**config.mk**
```make
export PLATFORM = sky130hd
export DESIGN_NAME = data_mem_bridge
export DESIGN_NICKNAME = d
export VERILOG_FILES = /design/src/rtl/data_mem_pkg.sv /design/src/rtl/data_mem_bridge_stats.sv /design/src/rtl/data_mem_bridge.sv
export SDC_FILE = /design/constraint.sdc
export NUM_CORES = 1
export LEC_CHECK = 0
export CAP_MARGIN = 30
export CORE_MARGIN = 10
export CORE_UTILIZATION = 18
export DETAILED_ROUTE_END_ITERATION = 8
export HOLD_SLACK_MARGIN = 0.08
export PLACE_DENSITY = 0.95
export SYNTH_ARGS = -nofsm -noshare
export SYNTH_HDL_FRONTEND = slang
export SYNTH_HIERARCHICAL = 1
export SYNTH_SLANG_ARGS = --single-unit
```
**constraint.sdc**
```tcl
create_clock -name clk_i -period 3.8 [get_ports clk_i]
set_clock_uncertainty 0.05 [all_clocks]
set_input_delay 0.76 -clock clk_i [delete_from_list [all_inputs] [get_ports clk_i]]
set_output_delay 0.76 -clock clk_i [all_outputs]
set_load 0.05 [all_outputs]
```
**src/rtl/data_mem_pkg.sv**
```systemverilog
// data_mem_pkg: shared widths, response-stage record and window check for data_mem_bridge
package data_mem_pkg;

    localparam int DATA_W = 32;
    localparam int BE_W   = 4;

    typedef struct packed {
        logic valid;
        logic err;
        logic we;
    } mem_rsp_t;

    // True when addr falls inside [base, base + depth*4), with the subtraction
    // wrapping at aw bits so that addresses below base miss.
    function automatic logic in_window(
        input logic [63:0] addr,
        input logic [63:0] base,
        input logic [63:0] depth,
        input int unsigned aw
    );
        logic [63:0] mask;
        mask = (aw >= 64) ? '1 : ((64'd1 << aw) - 64'd1);
        return ((addr - base) & mask) < (depth << 2);
    endfunction

endpackage

```
**src/rtl/data_mem_bridge_stats.sv**
```systemverilog
// data_mem_bridge_stats: saturating read-hit / write-hit / miss counters
module data_mem_bridge_stats
    import data_mem_pkg::*;
(
    input  logic              clk_i,
    input  logic              rstn_i,
    input  logic              rd_inc_i,
    input  logic              wr_inc_i,
    input  logic              err_inc_i,
    output logic [DATA_W-1:0] stat_rd_o,
    output logic [DATA_W-1:0] stat_wr_o,
    output logic [DATA_W-1:0] stat_err_o
);

    logic [DATA_W-1:0] rd_q, rd_d, wr_q, wr_d, err_q, err_d;

    // Each counter steps by one per event and sticks at all-ones
    always_comb begin
        rd_d  = (rd_inc_i  && rd_q  != '1) ? rd_q  + DATA_W'(1) : rd_q;
        wr_d  = (wr_inc_i  && wr_q  != '1) ? wr_q  + DATA_W'(1) : wr_q;
        err_d = (err_inc_i && err_q != '1) ? err_q + DATA_W'(1) : err_q;
    end

    // Counter registers
    always_ff @(posedge clk_i or negedge rstn_i) begin
        if (!rstn_i) begin
            rd_q  <= '0;
            wr_q  <= '0;
            err_q <= '0;
        end else begin
            rd_q  <= rd_d;
            wr_q  <= wr_d;
            err_q <= err_d;
        end
    end

    assign stat_rd_o  = rd_q;
    assign stat_wr_o  = wr_q;
    assign stat_err_o = err_q;

endmodule

```
**src/rtl/data_mem_bridge.sv**
```systemverilog
// data_mem_bridge: LSU req/gnt/rvalid port to 1-cycle byte-writable BRAM; optional counters via DATA_MEM_BRIDGE_STATS_EN
module data_mem_bridge
    import data_mem_pkg::*;
#(
    parameter int                    ADDR_WIDTH = 32,
    parameter int                    RAM_DEPTH  = 1024,
    parameter logic [ADDR_WIDTH-1:0] BASE_ADDR  = '0,
    localparam int                   RAM_AW     = $clog2(RAM_DEPTH)
) (
    input  logic                  clk_i,
    input  logic                  rstn_i,
    input  logic                  data_req_i,
    output logic                  data_gnt_o,
    output logic                  data_rvalid_o,
    input  logic [ADDR_WIDTH-1:0] data_addr_i,
    input  logic                  data_we_i,
    input  logic [BE_W-1:0]       data_be_i,
    input  logic [DATA_W-1:0]     data_wdata_i,
    output logic [DATA_W-1:0]     data_rdata_o,
    output logic                  data_err_o,
    output logic                  ram_en_o,
    output logic [BE_W-1:0]       ram_we_o,
    output logic [RAM_AW-1:0]     ram_addr_o,
    output logic [DATA_W-1:0]     ram_wdata_o,
    input  logic [DATA_W-1:0]     ram_rdata_i
`ifdef DATA_MEM_BRIDGE_STATS_EN
   ,output logic [DATA_W-1:0]     stat_rd_o,
    output logic [DATA_W-1:0]     stat_wr_o,
    output logic [DATA_W-1:0]     stat_err_o
`endif
);

    logic     hit, acc;
    mem_rsp_t rsp_q, rsp_d;

    // No backpressure: every request is granted; a hit also drives the RAM port.
    // BASE_ADDR is aligned to the window size, so the word index only needs
    // the low address bits.
    always_comb begin
        hit         = in_window(64'(data_addr_i), 64'(BASE_ADDR), 64'(RAM_DEPTH), ADDR_WIDTH);
        data_gnt_o  = data_req_i;
        acc         = data_req_i & hit;
        ram_en_o    = acc;
        ram_we_o    = (acc & data_we_i) ? data_be_i : '0;
        ram_addr_o  = data_addr_i[RAM_AW+1:2] - BASE_ADDR[RAM_AW+1:2];
        ram_wdata_o = data_wdata_i;
        rsp_d       = '{valid: data_req_i, err: data_req_i & ~hit, we: data_we_i};
    end

    // Single response stage; reset drops any in-flight response
    always_ff @(posedge clk_i or negedge rstn_i) begin
        if (!rstn_i) rsp_q <= '0;
        else         rsp_q <= rsp_d;
    end

    // Response lines line up with the RAM read data one cycle after the grant
    always_comb begin
        data_rvalid_o = rsp_q.valid;
        data_err_o    = rsp_q.valid & rsp_q.err;
        data_rdata_o  = (rsp_q.valid & ~rsp_q.err & ~rsp_q.we) ? ram_rdata_i : '0;
    end

`ifdef DATA_MEM_BRIDGE_STATS_EN
    data_mem_bridge_stats u_stats (
        .clk_i      (clk_i),
        .rstn_i     (rstn_i),
        .rd_inc_i   (acc & ~data_we_i),
        .wr_inc_i   (acc & data_we_i),
        .err_inc_i  (data_req_i & ~hit),
        .stat_rd_o  (stat_rd_o),
        .stat_wr_o  (stat_wr_o),
        .stat_err_o (stat_err_o)
    );
`endif

endmodule
```
[Yosys cells after proc, flatten, opt, wreduce, memory -nomap -nowiden]
Cells that the tools add are included.
Cells by class
  mux-type cells: 2
  magnitude comparators: 1
  bitwise operators: 9
Operators by type and width (count)
  less-than comparator 32 x 13 -> 1 bit, second input constant: 1
  2-to-1 mux 32 bit: 1
  bitwise AND 1 bit: 6
  2-to-1 mux 4 bit: 1
  NOT 1 bit: 3
Word-level totals
  logic and storage cells: 15
  output and inout bits: 82
  register bits after elaboration: 3
  input bits: 104

[Depth between registers and ports, before layout]
  word-level depth: 4
  depth in mapped cells: 3
  depth with buffers taken out: 3

[Least setup slack after synthesis]
No wires, ideal clock.
  path kind: input port to output port
  start point: input port data_addr_i[16]
  end point: output port ram_we_o[0]
  slack: 678 ps
  buffers on the path: 0
  cell stages on the path: 3
  required time: 2990 ps
  data arrival time: 2312 ps
  path through: nor4_2 nand3_2 nor3_1
On the way
  word-level cells in the longest chain between the ends: 4
Ends and longest elaborated chain
  from (decl): line data_mem_bridge.sv:15  | input logic [ADDR_WIDTH-1:0] data_addr_i,
  less-than comparator 32 x 13 -> 1 bit: line data_mem_pkg.sv:23  | return ((addr - base) & mask) < (depth << 2);
  bitwise AND 1 bit: line data_mem_bridge.sv:42  | acc = data_req_i & hit;
  bitwise AND 1 bit: line data_mem_bridge.sv:44  | ram_we_o = (acc & data_we_i) ? data_be_i : '0;
  2-to-1 mux 4 bit: line data_mem_bridge.sv:44
  to (decl): line data_mem_bridge.sv:22  | output logic [BE_W-1:0] ram_we_o,
No other way between the ends.

[Final worst setup path]
  start point: input port data_req_i
  end point: output port data_gnt_o
RTL lines
  from (decl): line data_mem_bridge.sv:12  | input logic data_req_i,
  to (decl): line data_mem_bridge.sv:13  | output logic data_gnt_o,
No word-level cell between the ends.

==> key figures <==
Detailed routing
  • # DRC: 0
  • Drt wl/cell: 16.0 um
  • Via count: 856
  • Initial DRC Count: 5
  • Antenna Nets Post-Route: 0
  • Via/cell ratio: 4.10
  • Post-Route WL: 3350 um
  • Drt pass-1 iters: 4

Floorplan
  • Row Count: 23
  • Die Area: 7140 um^2
  • # IOs: 186
  • Die Span Y: 84.5 um
  • Die width: 84.5 um
  • Initial Util: 18.7%
  • Core area: 4000 um^2

Setup path
  • WP depth: 2
  • Worst Path Required: 2.99 ns
  • CP Launch Type: primary input
  • Critical path's most frequent cell: clkdlybuf4s50_1
  • Crit path max-delay cell type: clkdlybuf4s50_1
  • Critical Path Sink: data_gnt_o
  • CP Cell Sequence: clkdlybuf4s50_1 > clkdlybuf4s50_1
  • CP Buf/Inv Count: 2
  • Setup CP Type: in -> out
  • Crit end category: output pin
  • Setup crit start: data_req_i
  • Max stage delay on crit path: 0.86 ns
  • Crit path DAT: 2.25 ns
  • Family with the most delay on the worst path: buffers and inverters
  • CP max FO: 8

Final layout
  • Filler cells: 402
  • Ant diodes: 0
  • Fin nets: 264
  • Highest-count cells in the layout ignoring fill and taps: 94 x clkdlybuf4s50_1, 33 x and2_1, 6 x buf_4
  • Area growth syn-to-layout: 102%
  • Post-route insts no fill: 209
  • Most common cell after layout, fill and taps aside: clkdlybuf4s50_1
  • Fin util: 37.7%
  • Layout cells sized above 1: 8.81%

Synth
  • Syn Std Cell Area: 748 um^2
  • Post-synthesis mux area share: 0%
  • XOR/XNOR share of the synthesized area: 0%
  • Adder-Cell Fraction of Synth Area: 0%
  • Synth Area in Simple Gates: 43.8%
  • #FFs+latches synth: 3
  • Syn_area_per_cell: 7.41 um^2
  • Complex-gate fraction of the synthesized area: 1.00%
  • Post-synthesis cell type count: 13
  • Mapped Cells: 101
  • Sequential fraction of the synthesis area: 10.0%
  • Largest family of logic cells by synthesized area: buffers and inverters
  • Synthesized net count: 205
  • Ys Warns: 6

Power and ir drop
  • Clock power frac: 34.9%
  • Flop pwr share: 13.3%
  • Int Pwr: 182 uW
  • Sw frac: 30.3%
  • Gate power share: 51.8%
  • Peak supply drop: 0.0831 mV
  • Leakage: 0.000558 uW
  • P_sw: 79.0 uW
  • Power per Cell Area: 173 nW/um^2

Clock network
  • Clk slew on worst S/H paths: 0.03 ns
  • PostCTS Resize Cnt: 0
  • CTS Sinks: 3
  • Depth of the CTS H-tree: 1
  • Hold buffer count at cts: 0
  • Root Buffer: clkbuf_8
  • TritonCTS clock tree: built
  • CTS buffer count: 3
  • Clock buffer depth: 2
  • Setup repair bufs after CTS: 0

Global route
  • Busiest grt layer: met2
  • Met2 usage in global routing: 13.6%
  • M1 GR Usage: 8.36%
  • Initial antenna violation count: 0
  • First-pass GRT wire length: 5180 um
  • Largest net degree at the start of global routing: 33
  • Total track usage: 9.00%
  • Vias in the first global route: 959
  • Met3 Usage GRT: 6.96%
  • Global route overflow: 0

STA
  • Min setup slack post-route: 0.745 ns
  • Final setup viols: 0
  • Slew headroom: 63.9%
  • Tcrit/Tclk final: 80.4%
  • Final min period: 3.06 ns
  • Setup TNS: 0 ns
  • Actual slew at the worst max-slew pin: 0.540 ns
  • Peak Freq: 327 MHz
  • Hold Vio Cnt, Final: 0
  • RSZ-0062 raised after global routing: no
  • Max Slew Vio Count: 0

Placement
  • Inst Count DP: 205
  • I/O Buffers: 99
  • Final HPWL DP: 3050 um
  • Routability cong.: 0.720
  • Pre-CTS WS: 0.716 ns

Outcome
  • Status: finished clean

Worst hold path
  • Type of the tightest min-delay check: in -> async

Job
  • Max Cap Violations: 0
==> cell usage after synthesis <==
cell,instances,share of area (%)
buf_4,43,43
and2_1,33,28
nor3_1,5,3.3
nand3_1,4,2.7
clkbuf_1,3,1.5
dfrtp_1,3,10
nor4_2,3,5.0
nor4_1,2,1.7
inv_1,1,0.50
nand2_1,1,0.50
nand3_2,1,1.3
nor3b_2,1,1.7
o21a_1,1,1.0
==> layer usage <==
metal	up-vias	wire length, um
met1	354	1140
met3	30	592
li1	393	-
met2	79	1460
met4	0	159
met5	-	0
==> final cells by class <==
type                    instances  area, um^2  area share [%]
inverters                       1        3.75           0.249
multi-input cells              51         335            22.2
flip-flops and latches          3        75.1            4.98
clock buffers                   4        45.0            2.99
repair buffers                100         986            65.4
well taps                      50        62.6            4.15
==> power groups by stage <==
stage          clock (uW)  sequential [uW]  combinational, uW
2_1_floorplan           0             36.9                169
3_3_place_gp            0             34.9                136
3_5_place_dp            0             35.0                137
4_1_cts              94.0             34.7                137
5_1_grt              96.8             34.9                144
6_report             91.1             34.6                135
==> state kept, by name, indices dropped and copies added, names as in the netlist <==
name and cells:
rsp_q 2, data_rvalid_o 1
==> through the flow <==
step                instance area, um^2  power [uW]  hold slack, ns
floorplan                           748         206           0.414
CTS                                1510         266           0.684
global route                       1510         276           0.689
detailed placement                 1460         172           0.909
finish                             1510         261           0.682
global placement                   1460         171           0.897
==> worst min path at each step <==
| stage | startpoint | to | cells after the start |
|---|---|---|---|
| after floorplan | rstn_i | data_rvalid_o$_DFF_PN0_ | 0 |
| after global placement | rstn_i | data_rvalid_o$_DFF_PN0_ | 1 |
| after detailed placement | rstn_i | data_rvalid_o$_DFF_PN0_ | 1 |
| after CTS | rstn_i | data_rvalid_o$_DFF_PN0_ | 1 |
| after global routing | rstn_i | data_rvalid_o$_DFF_PN0_ | 1 |
| final | rstn_i | data_rvalid_o$_DFF_PN0_ | 1 |
==> kinds of logic (layout without fill, tap and decap cells) <==
logic type / Yosys count / after routing
buf+inv: 47 / 105
compound gates: 1 / 1
flops: 3 / 3
simple gates: 50 / 50
Power figures use the tool's default switching activity.
==> edit 1, RTL diff (config.mk and constraints unchanged) <==
The parameter `ADDR_WIDTH` goes from 32 to 28.
--- a/src/rtl/data_mem_bridge.sv
+++ b/src/rtl/data_mem_bridge.sv
@@ -2,7 +2,7 @@
 module data_mem_bridge
     import data_mem_pkg::*;
 #(
-    parameter int                    ADDR_WIDTH = 32,
+    parameter int                    ADDR_WIDTH = 28,
     parameter int                    RAM_DEPTH  = 1024,
     parameter logic [ADDR_WIDTH-1:0] BASE_ADDR  = '0,
     localparam int                   RAM_AW     = $clog2(RAM_DEPTH)
Ports: changed (resized data_addr_i); port bits go from 186 to 182. No check against the original RTL was run, so the function may have changed too.
==> edit 1 against the unedited design <==
Final cell count fell by 5.7%; total power decreased by 3.5%; cell area decreased by 5.6%; sequential cell count is the same; synthesized area down 5.7%; routed wire length is 0.39% higher; worst setup slack improved by 0.055 ns; critical endpoint is now ram_we_o[0].
==> edit 1: results (changes against the unedited design) <==
routability congestion estimate from global placement 0.7640 (was 0.7201); largest net degree at the start of global routing 33 (unchanged); Syn Nets 195 (was 205); GRT Total Usage 8.372% (was 9.000%); Final Net Count 250 (was 264); Netlist cell types 9 (was 13); worst vdd ir 72.57 uV (was 83.14 uV); Biggest register rsp_q (unchanged); cell area reported after detailed placement 1378 sq um (was 1463 sq um); Max H-tree Level 1 (unchanged); area fraction in compound gates after synthesis 0% (was 1.003%); slew margin rel. 64.34% (was 63.89%); total detailed-routing wirelength 3.360 mm (was 3.347 mm); result of the run completed (unchanged); leakage power total 0.5646 nW (was 0.5581 nW); first-pass iteration count of the detailed router 2 (was 4); YS warnings 6 (unchanged); Crit Path Max Fanout 6 (was 8); ratio of cells with drive above 1 in the final layout 6.711% (was 8.805%); vias after detailed routing 796 (was 856); # Max-Cap Violations 0 (unchanged); most frequent cells after synthesis 43 x buf_4, 35 x and2_1, 4 x and3_1, 4 x nor4_1 (was 43 x buf_4, 33 x and2_1, 5 x nor3_1, 4 x nand3_1); number of global-route vias before repair 839 (was 959); diode count 0 (unchanged); top post-synthesis cells by area buf_4 46%, and2_1 31%, dfrtp_1 11%, and3_1 3.5%, nor4_1 3.5% (was buf_4 43%, and2_1 28%, dfrtp_1 10%, nor4_2 5.0%, nor3_1 3.3%); number of design-rule violations left by the first detailed-router iteration 9 (was 5); Post-synth ARST share 100.0% (unchanged); Clock Path Buffers 2 (unchanged); cts repair resizes 0 (unchanged); HP Class input port to asynchronous set/reset pin (unchanged); most instantiated flip-flop cell in the synthesis netlist dfrtp_1 (unchanged); register area share after synthesis 10.64% (was 10.03%); Port Buf Inserts 95 (was 99); Setup TNS 0 ns (unchanged); global-route wire length before repair 4.374 mm (was 5.175 mm); post-CTS repair timing setup buffer count 0 (unchanged)
[edit 1: final timing paths]
path | start | endpoint | slack [ns]
worst min-delay path | rstn_i | rsp_q[0] | 0.69
worst max-delay path | data_addr_i[22] | ram_we_o[0] | 0.80
min in group clk_i | data_we_i | rsp_q[0] | 0.99
max in group asynchronous | rstn_i | data_rvalid_o | 2.86
[edit 1: cells by family (layout without fill, tap and decap cells)]
kind of cell | Yosys count | in the layout
and+or+nand+nor | 46 | 46
buffers and inverters | 46 | 100
DFF | 3 | 3
[edit 1: per-layer routing]
metal	wire length [um]	global-route usage, %	part of all wire, %	vias up
met1	1085	6.728	32	307
met5	0	0	0	-
met2	1377	14.62	41	100
li1	-	-	-	361
met3	717	4.536	21	28
met4	179	7.191	5.3	0
[edit 1: metrics by stage]
stage	total power [mW]	hold WS (ns)	instances	setup WS, ns
after floorplan	0.2042	0.4144	95	1.268
after global placement	0.1614	0.9009	193	0.8174
after detailed placement	0.1636	0.9128	193	0.7773
after CTS	0.2556	0.6909	197	0.7710
after global routing	0.2671	0.6957	197	0.6920
final	0.2517	0.6884	197	0.7999
[edit 1: cell type report]
cell class | count | area, sq um
Tap cell | 48 | 60.06
Sequential cell | 3 | 75.07
Multi-Input combinational cell | 46 | 296.5
Timing Repair Buffer | 96 | 945.9
Clock buffer | 4 | 45.04
Fill cell | 373 | 2293
[edit 1: power by group]
| part | internal [mW] | leakage [nW] | switching [mW] |
|---|---|---|---|
| clock | 0.0713 | 0.0228 | 0.0187 |
| combinational | 0.0720 | 0.507 | 0.0550 |
| sequential | 0.0338 | 0.0350 | 0.000805 |
| total | 0.177 | 0.565 | 0.0746 |
[edit 1: worst max-delay path, cell delays in order]
cell and delay [ns]:
clkdlybuf4s50_1 0.40, nor4_1 0.30, and4_1 0.34, and3_1 0.19
buf_4 0.20
==> edit 2, RTL diff (config.mk and constraints unchanged) <==
Made on the original files. Make the reset (`rstn_i`) synchronous in one clocked block.
--- a/src/rtl/data_mem_bridge.sv
+++ b/src/rtl/data_mem_bridge.sv
@@ -48,7 +48,7 @@
     end
 
     // Single response stage; reset drops any in-flight response
-    always_ff @(posedge clk_i or negedge rstn_i) begin
+    always_ff @(posedge clk_i) begin
         if (!rstn_i) rsp_q <= '0;
         else         rsp_q <= rsp_d;
     end
Function: differs if rstn_i is asserted again (counterexample within 4 cycles, from zero or initial values and one cycle with rstn_i low); with rstn_i held inactive, the same outputs for 10 cycles.
==> edit 2 against the unedited design <==
Non-clock buffer count unchanged; total power grew 5.7%; sequential cell count did not move; critical path depth did not move; cell area fell by 0.17%; final cell count rose by 0.96%; combinational power increased by 9.6%; synthesized area is 0.33% lower; largest power group unchanged; routed wire length is 6.5% higher; worst setup slack improved by 0.018 ns.
==> edit 2: results (changes against the unedited design) <==
post-placement setup slack 0.7443 ns (was 0.7165 ns); cell area reported after detailed placement 1460 sq um (was 1463 sq um); Hold Path Depth 2; post-layout instance count excluding filler cells 211 (was 209); worst vdd ir 86.61 uV (was 83.14 uV); most frequent cells after synthesis 43 x buf_4, 35 x and2_1, 5 x nor3_1, 4 x nand3_1 (was 43 x buf_4, 33 x and2_1, 5 x nor3_1, 4 x nand3_1); Post-synth ARST share 0% (was 100.0%); GRT Total Usage 9.188% (was 9.000%); first-pass iteration count of the detailed router 5 (was 4); leakage power total 0.5547 nW (was 0.5581 nW); Critical Path AT 2.23 ns (was 2.25 ns); global-route wire length before repair 5.354 mm (was 5.175 mm); number of design-rule violations left by the first detailed-router iteration 13 (was 5); Final Net Count 266 (was 264); ratio of cells with drive above 1 in the final layout 8.696% (was 8.805%); Synth Area per Inst 7.240 sq um (was 7.408 sq um); Crit Path Max Fanout 7 (was 8); Filler Cells Inserted 403 (was 402); HP Class input port to register (was input port to asynchronous set/reset pin); slew margin rel. 65.11% (was 63.89%); final hold slack 1.116 ns (was 0.6818 ns); total detailed-routing wirelength 3.564 mm (was 3.347 mm); most instantiated flip-flop cell in the synthesis netlist dfxtp_1 (was dfrtp_1); result of the run completed (unchanged); Crit-path slowest cell clkdlybuf4s50_1 (unchanged)
[edit 2: changes by cell type in the layout (fill, tap and decap cells not counted)]
cell,before,now
and2_1,33,35
dfrtp_1,3,0
dfxtp_1,0,3
[edit 2: area by class of cell]
type                       instances  area (sq um)  share of cell area [%]
timing repair buffer             100         985.9                   65.50
tap                               50         62.56                   4.156
sequential                         3         60.06                   3.990
inverter                           1         3.754                  0.2494
multi-input combinational         53         347.8                   23.11
clock buffer                       4         45.04                   2.993
[edit 2: worst max-delay path by stage]
stage	end	slack, ns	depth (start not counted)
after global placement	data_gnt_o	0.76	2
after global routing	data_gnt_o	0.70	2
after CTS	data_gnt_o	0.74	2
final	data_gnt_o	0.76	2
after floorplan	ram_we_o[0]	0.68	3
after detailed placement	data_gnt_o	0.74	2
[edit 2: routing by layer]
metal  share of wire, %  vias to the layer above  global-route usage (%)
met4                3.3                        0                   3.743
li1                   -                      400                       -
met1                 30                      358                   7.634
met2                 50                       74                   16.04
met5                  0                        -                       0
met3                 17                       20                   7.150
[edit 2: logic make-up after synthesis]
kind of cell | Yosys count | share of synthesized area (%)
AO/OA/AOI/OAI | 1 | 1.007
flip-flops | 3 | 8.054
AND/OR/NAND/NOR | 52 | 45.64
buffers and inverters | 47 | 45.30
[edit 2: where the power goes]
part / switching (mW) / internal, mW / total, mW
logic: 0.0670 / 0.0809 / 0.148
registers: 0.000873 / 0.0335 / 0.0343
clock network: 0.0219 / 0.0716 / 0.0935
